--- config.mk ---
export PLATFORM = sky130hd
export DESIGN_NAME = clk_div_prog
export DESIGN_NICKNAME = d
export VERILOG_FILES = /design/src/rtl/clk_div_pkg.sv /design/src/rtl/clk_div_core.sv /design/src/rtl/clk_div_prog.sv
export SDC_FILE = /design/constraint.sdc
export NUM_CORES = 1
export LEC_CHECK = 0
export CORE_MARGIN = 2
export CORE_UTILIZATION = 52
export DETAILED_ROUTE_END_ITERATION = 8
export PLACE_DENSITY = 0.78
export SLEW_MARGIN = 20
export SYNTH_ARGS = -nofsm -noshare
export SYNTH_HDL_FRONTEND = slang
export SYNTH_SLANG_ARGS = --single-unit
--- constraint.sdc ---
create_clock -name clk -period 4.3 [get_ports clk]
set_input_delay 0.86 -clock clk [delete_from_list [all_inputs] [get_ports clk]]
set_output_delay 0.86 -clock clk [all_outputs]
set_load 0.01 [all_outputs]
--- src/rtl/clk_div_pkg.sv ---
// clk_div_pkg: shared widths, legacy /4 defaults and the config validity rule.
// Rev 1.0
`default_nettype none

package clk_div_pkg;

  localparam int CNT_W_DEFAULT = 16;
  localparam int LEGACY_DIV    = 4;
  localparam int LEGACY_LOW    = 2;

  function automatic logic cfg_is_valid(input logic [31:0] div, input logic [31:0] low);
    return (div != 32'd0) && (low <= div);
  endfunction

endpackage

`default_nettype wire

--- src/rtl/clk_div_core.sv ---
// clk_div_core: phase counter plus registered out/tick, driven by the ratio/duty in force.
// Rev 1.0
`default_nettype none

module clk_div_core
  import clk_div_pkg::*;
#(
  parameter int CNT_W = CNT_W_DEFAULT
) (
  input  logic             clk,
  input  logic             rst_n,
  input  logic             en,
  input  logic             clr,
  input  logic [CNT_W-1:0] div_cur,
  input  logic [CNT_W-1:0] div_nxt,
  input  logic [CNT_W-1:0] low_nxt,
  output logic             wrap,
  output logic [CNT_W-1:0] cnt,
  output logic             out,
  output logic             tick
);

  logic             last;
  logic [CNT_W-1:0] cnt_next;

  always_comb begin
    last     = (cnt == div_cur - CNT_W'(1));
    cnt_next = cnt;
    if (clr) begin
      cnt_next = '0;
    end else if (en) begin
      cnt_next = last ? '0 : cnt + CNT_W'(1);
    end
  end

  assign wrap = en & last;

  // out/tick are derived from the next phase and the ratio in force after this edge,
  // so they move on the same edge as cnt.
  always_ff @(posedge clk or negedge rst_n) begin
    if (!rst_n) begin
      cnt  <= '0;
      out  <= 1'b0;
      tick <= 1'b0;
    end else if (clr || en) begin
      cnt  <= cnt_next;
      out  <= (cnt_next >= low_nxt);
      tick <= (cnt_next == div_nxt - CNT_W'(1));
    end else begin
      tick <= 1'b0;
    end
  end

endmodule

`default_nettype wire

--- src/rtl/clk_div_prog.sv ---
// clk_div_prog: programmable integer divider with shadowed ratio/duty applied at period boundaries.
// Rev 1.0
`default_nettype none

module clk_div_prog
  import clk_div_pkg::*;
#(
  parameter int CNT_W       = CNT_W_DEFAULT,
  parameter int DEFAULT_DIV = LEGACY_DIV,
  parameter int DEFAULT_LOW = LEGACY_LOW
) (
  input  logic             clk,
  input  logic             rst_n,
  input  logic             en,
  input  logic             sync_clr,
  input  logic             cfg_valid,
  output logic             cfg_ready,
  input  logic [CNT_W-1:0] cfg_div,
  input  logic [CNT_W-1:0] cfg_low,
  output logic             cfg_err,
  output logic             out,
  output logic             tick,
  output logic [CNT_W-1:0] cnt_o
);

  logic             pending;
  logic [CNT_W-1:0] sh_div;
  logic [CNT_W-1:0] sh_low;
  logic [CNT_W-1:0] act_div;
  logic [CNT_W-1:0] act_low;
  logic             wrap;
  logic             xfer;
  logic             req_ok;
  logic             apply;
  logic [CNT_W-1:0] div_nxt;
  logic [CNT_W-1:0] low_nxt;

  assign cfg_ready = ~pending;
  assign xfer      = cfg_valid & cfg_ready;
  assign req_ok    = cfg_is_valid(32'(cfg_div), 32'(cfg_low));
  // A transfer cannot coincide with an apply: apply needs a pending shadow, which blocks ready.
  assign apply     = pending & (sync_clr | wrap);
  assign div_nxt   = apply ? sh_div : act_div;
  assign low_nxt   = apply ? sh_low : act_low;

  always_ff @(posedge clk or negedge rst_n) begin
    if (!rst_n) begin
      pending <= 1'b0;
      sh_div  <= '0;
      sh_low  <= '0;
      act_div <= CNT_W'(DEFAULT_DIV);
      act_low <= CNT_W'(DEFAULT_LOW);
      cfg_err <= 1'b0;
    end else begin
      cfg_err <= xfer & ~req_ok;
      if (apply) begin
        act_div <= sh_div;
        act_low <= sh_low;
        pending <= 1'b0;
      end else if (xfer && req_ok) begin
        sh_div  <= cfg_div;
        sh_low  <= cfg_low;
        pending <= 1'b1;
      end
    end
  end

  clk_div_core #(
    .CNT_W (CNT_W)
  ) u_core (
    .clk     (clk),
    .rst_n   (rst_n),
    .en      (en),
    .clr     (sync_clr),
    .div_cur (act_div),
    .div_nxt (div_nxt),
    .low_nxt (low_nxt),
    .wrap    (wrap),
    .cnt     (cnt_o),
    .out     (out),
    .tick    (tick)
  );

endmodule

`default_nettype wire

Word level (Yosys, flattened, before mapping)
Cells that the tools add are included.
{ "word_totals": {"regBits": 84, "latch_bits": 0, "ram_bits": 0, "mem_bits_ro": 0, "input_bits": 37, "output_inout_bits": 20, "word_cells": 38, "mem_count": 0} }
{ "op_classes": {"addsub": 3, "n_mul": 0, "div": 0, "order_cmp": 2, "eq_ne": 2, "shifts": 0, "mux": 8, "bitwise": 8, "n_reduce_logical": 6} }
{ "ops": {"columns": ["cell", "n"], "rows": [
  ["$mux W16", 5],
  ["$eq A16 B16 Y1", 2],
  ["$sub A16 B1 Y16 const B", 2],
  ["$add A16 B1 Y16 const B", 1],
  ["$ge A16 B16 Y1", 1],
  ["$le A16 B16 Y1", 1],
  ["$reduce_bool A16 Y1", 1],
  ["$and A1 B1 Y1", 4],
  ["$mux W1", 3],
  ["$not A1 Y1", 3],
  ["$logic_and A1 B1 Y1", 2],
  ["$reduce_and A2 Y1", 1],
  ["$reduce_bool A2 Y1", 1],
  ["$logic_or A1 B1 Y1", 1],
  ["$or A1 B1 Y1", 1]
]} }

Depth between registers and ports, before layout
{ "depth": {"word_depth": 9, "ltp_mapped": 25, "mapped_depth_nobuf": 23} }

Cells and area by module
A second synthesis with hierarchy kept.
{ "hier_totals": {"hier_cells": 572, "hier_area_um2": 5796.8} }
{ "modules_own_cells": {"columns": ["module", "n_inst", "cells_each", "area_each_um2", "seq_area_each_um2"], "rows": [
  ["clk_div_prog", 1, 210, 3085.5, 1654.1],
  ["clk_div_core", 1, 362, 2711.4, 450.4]
]} }

Worst setup path after synthesis
No wires, ideal clock.
{ "synth_timing": {"path_type": "register to register", "start": "register act_div[0]", "end": "register u_core.out", "setup_ns": 0.131, "arrival_ns": 4.560, "required_time_ns": 4.169, "path_slack_ns": -0.391, "stages_incl_launch_ff": 26, "n_path_buf": 3, "synth_period_minus_slack_ns": 4.691, "cell_sequence": "dfrtp_1 -> inv_1 -> ha_1 -> nor3b_2 -> nand2_1 -> a2111oi_1 -> o2111ai_2 -> o41a_1 -> buf_6 -> nor2_8 -> buf_2 -> clkbuf_1 -> nand2_1 -> nand2_1 -> ha_1 -> nand2b_1 -> a21o_1 -> a21o_1 -> a21o_1 -> a21o_1 -> a21o_1 -> a21o_1 -> a21oi_1 -> o21ai_0 -> a31oi_1 -> o31ai_1"} }
{ "synth_between": {"elab_chain_len": 7, "word_cells_on_any_way": 10, "cone_classes": "add/sub (1); order compare (1); eq/ne (1); mux (4); bitwise (3)"} }
{ "synth_rtl": {"columns": ["element", "line_no", "rtl"], "rows": [
  ["from (decl)", "clk_div_prog.sv:29", "logic [CNT_W-1:0] act_div;"],
  ["from (signal assigned)", "clk_div_prog.sv:51", "act_div <= CNT_W'(DEFAULT_DIV);"],
  ["from (signal assigned)", "clk_div_prog.sv:57", "act_div <= sh_div;"],
  ["$sub A16 B1 Y16", "clk_div_core.sv:27", "last = (cnt == div_cur - CNT_W'(1));"],
  ["$eq A16 B16 Y1", "clk_div_core.sv:27", null],
  ["$and A1 B1 Y1", "clk_div_core.sv:36", "assign wrap = en & last;"],
  ["$or A1 B1 Y1", "clk_div_prog.sv:42", "assign apply = pending & (sync_clr | wrap);"],
  ["$and A1 B1 Y1", "clk_div_prog.sv:42", null],
  ["$mux W16", null, null],
  ["via low_nxt[0]", "clk_div_prog.sv:36", "logic [CNT_W-1:0] low_nxt;"],
  ["$ge A16 B16 Y1", "clk_div_core.sv:47", "out <= (cnt_next >= low_nxt);"],
  ["to (signal assigned)", "clk_div_core.sv:47", null],
  ["to (decl)", "clk_div_core.sv:19", "output logic out,"]
]} }
The timed path passes the listed nets, and every way through them passes these cells.
A chain may end at the register's enable or synchronous reset.

Final worst setup path
{ "layout_timing": {"start": "register act_div[2]", "end": "register u_core.tick"} }
{ "layout_between": {"elab_chain_len": 9, "word_cells_on_any_way": 12, "cone_classes": "add/sub (2); eq/ne (2); mux (5); bitwise (3)"} }
{ "layout_rtl": {"columns": ["element", "line_no", "rtl"], "rows": [
  ["$sub A16 B1 Y16", "clk_div_core.sv:27", null],
  ["$eq A16 B16 Y1", "clk_div_core.sv:27", null],
  ["$and A1 B1 Y1", "clk_div_core.sv:36", null],
  ["$or A1 B1 Y1", "clk_div_prog.sv:42", null],
  ["$and A1 B1 Y1", "clk_div_prog.sv:42", null],
  ["$mux W16", null, null],
  ["$sub A16 B1 Y16", "clk_div_core.sv:48", "tick <= (cnt_next == div_nxt - CNT_W'(1));"],
  ["$eq A16 B16 Y1 (*)", "clk_div_core.sv:48", null],
  ["$mux W1 (*)", "clk_div_core.sv:45", "end else if (clr || en) begin"],
  ["to (signal assigned)", "clk_div_core.sv:48", null],
  ["to (decl)", "clk_div_core.sv:20", "output logic tick"]
]} }
Every way passes the cells marked *; elsewhere a longest branch is shown, timed or not.

==> summary.txt <==
Run status
  – Status: finished with violations
  – Failing checks: setup timing

Global routing
  – Total track usage: 0.2614
  – Vias in the first global route: 4,850
  – Grt total ovfl: 0
  – Initial antenna violation count: 0
  – Pin count of the biggest net entering global routing: 85
  – Global-route wire length before repair: 23,940 um

Clock network
  – H-tree depth: 3
  – Clock buffer depth: 2
  – Hold_buf cts: 0
  – Skew-Pair Late Insertion Delay: 360 ps
  – Clk slew on worst S/H paths: 100 ps
  – CTS sink count: 84
  – Root Buffer: clkbuf_8
  – CTS tree: done
  – Num CTS Buffers: 9

Floorplanning
  – Core area: 10,750 um2
  – Starting Density: 0.5279
  – Die Width: 108.5 um
  – Die area: around 12,000 um2
  – Die Y: 108.5 um
  – Io pins: 57
  – # rows: 38

Layout
  – ANT cells: 0
  – Share of cells above drive strength 1: 0.1920
  – Final Util: 0.6690
  – Final nets: 796
  – Area growth syn-to-layout: 26.71%

Pwr
  – VDD IR-drop max: 0.2671 mV
  – Final Power: 0.003935 W
  – P per Cell Area: roughly 550 nW/um2
  – Leakage: ~3.4 nW

Timing
  – Relative slew slack: 0.4908
  – PnR worst setup slack: -225.4 ps
  – Clock Skews: about 17 ps
  – Final Hold Fails: 0
  – Crit share post-route: 1.052
  – Final Max Slew Viols: 0
  – Tightest Pin Transition: approximately 760 ps
  – Unrepaired setup endpoints after global routing: yes
  – Minimum clock period after layout: about 4500 ps
  – Fmax: 221.0 MHz
  – # setup viols final: 2

Setup path
  – R2r worst-path depth: 19
  – Delay of the slowest critical-path stage: 620 ps
  – Data arrival time of the worst path: 4770 ps
  – Setup crit start kind: flop
  – Crit. End Element: flop
  – Cell Chain, Critical Path: nor2b_1, or3_1, a31o_1, a211o_1, buf_4, o41ai_4, buf_6, nand2_8, a21boi_4, ha_4, nand4b_1, or3_4, nor3_2, nand3_1, o31ai_2, xor2_1, and3_1, o211ai_1, a2111oi_2
  – Crit Path Class: flop to flop
  – Worst Path Max Fanout: 8
  – CP Launch Point: act_div[2]$_DFF_PN1_
  – R2r startpoint: act_div[2]$_DFF_PN1_
  – CP required: between 4000 and 5000 ps
  – Critical path's slowest cell: dfstp_2

Synthesis
  – Post-synthesis cell area: around 5700 um2
  – Average size of a mapped cell: around 9.1 um2
  – Share of the synthesized area in the top cell type: 0.3617
  – Post-synth top area cell: dfrtp_1
  – Distinct cells, synth: 68
  – Async set-reset flop share out of synthesis: 1.000
  – Yosys warnings: 0
  – Synth Instances: roughly 630
  – Commonest cells in the netlist: dfrtp_1, nand2_1, inv_1
  – Post-Syn Nets: 698
  – Most common cell in the netlist: dfrtp_1
  – Number of flops mapped to enable cells by yosys: 0
  – FF+latch count, synth: 84
  – Main synth FF type: dfrtp_1
  – Synth area leaders: dfrtp_1, ha_1, xnor2_1
  – Register area share after synthesis: 0.3710

Drt
  – DRC viols: 0
  – Via count: a little over 5,000
  – Drt pass-1 iters: 5
  – Initial DRC Count: 411
  – Vias per cell: 5.784
  – Routed wire per std cell: 16.99 um
  – Final WL: 14,760 um
  – Final ANT Viol Nets: 0

Min path
  – Hold path depth: 2
  – Min-delay src: act_low[0]$_DFF_PN0_
  – Worst Hold Class: flop to flop

Placement
  – PortBufs: 56
  – GPL Wtd Cong: between 0.9 and 1
  – Hpwl dp: 10,940 um

Run
  – Max_cap viols: 0
==> kinds of logic (layout without fill, tap and decap cells) <==
| family | Yosys count | count (layout) | share of synthesized area |
|---|---|---|---|
| simple gates | 222 | 222 | 0.1976 |
| compound gates | 110 | 110 | 0.1299 |
| flops | 84 | 84 | 0.3710 |
| buf+inv | 78 | 181 | 0.05933 |
| xor+xnor | 55 | 55 | 0.08492 |
| mux | 42 | 42 | 0.08006 |
| fa+ha+maj | 35 | 35 | 0.07719 |
==> repair_timing <==
| action | CTS | global route |
|---|---|---|
| endpoints found under the setup margin | 2 | 2 |
| resized for setup | 16 | 12 |
| buffers inserted | 6 | 4 |
| pin swaps | 7 | 10 |
==> registers in the layout, indices dropped and copies added (netlist names) <==
name         cells
sh_low          16
sh_div          16
u_core.out       1
cfg_err          1
act_low         16
act_div         16
u_core.tick      1
u_core.cnt      16
pending          1
==> power breakdown <==
group | leakage, nW | switching [W] | internal (W) | total, W
Clock | 0.127 | 0.000321 | 0.000397 | 0.000718
Combinational | 2.24 | 0.000974 | 0.000953 | 0.00193
Sequential | 1.05 | 0.000255 | 0.00104 | 0.00129
Total | 3.42 | 0.00155 | 0.00238 | 0.00393
==> per-stage QoR <==
stage                     hold WS (ps)  instances  cell area, um2  setup WS [ps]  TNS (ps)
after floorplan                  437.7        626            5751         -122.6    -188.1
after global placement           452.7        843            6713         -26.12    -26.12
after detailed placement         467.4        843            6713         -133.4    -189.8
after CTS                        490.7        865            7094         -46.52    -51.74
after global routing             529.9        869            7188         -436.4    -704.0
final                            488.4        869            7188         -225.4    -307.8
==> per-layer routing <==
metal,global-route usage,part of all wire,routed length (um),up-vias
met1,0.3579,0.44,6497,2427
li1,-,-,-,2369
met2,0.4304,0.47,6961,203
met4,0.09249,0.026,378,0
met3,0.02833,0.063,923,27
met5,0,0,0,-
==> area by class of cell <==
cell class              instances  area, um2
repair buffers                115       1032
clock inverters                 7      127.6
clock buffers                   9      123.9
well taps                     140      175.2
flip-flops and latches         84       2106
inverters                      50      187.7
multi-input cells             464       3436
fillers                       867       3557
==> final timing paths <==
path | endpoint | slack [ps]
hold reg to reg | act_low[0]$_DFF_PN0_ | 490
setup reg to reg | u_core.tick$_DFF_PN0_ | -230
setup / recovery | u_core.tick$_DFF_PN0_ | -230
min in group asynchronous | u_core.cnt[2]$_DFFE_PN0P_ | 530
max in group asynchronous | act_div[5]$_DFF_PN0_ | 3190
hold / removal | act_low[0]$_DFF_PN0_ | 490
==> layout by cell type, fill, tap and decap left out, types with 14 or more instances in the layout <==
cell type / n
nand3_1: 14
ha_1: 33
xnor2_1: 33
o21ai_0: 32
nand2_1: 71
nor2_1: 47
mux2_2: 17
a21oi_1: 14
xor2_1: 20
mux2i_1: 23
dfrtp_1: 81
buf_4: 54
inv_1: 47
clkdlybuf4s50_1: 55
==> worst max-delay path, delay by kind of cell, from the launching register on <==
family / cells / cell delay (ps)
buffers and inverters: 2 / 330
AOI/OAI and AO/OA: 7 / 1600
and+or+nand+nor: 8 / 1480
xor gates and xnor gates: 1 / 210
DFF: 1 / 620
adders and majority gates: 1 / 190
(Power assumes the default switching activity.)
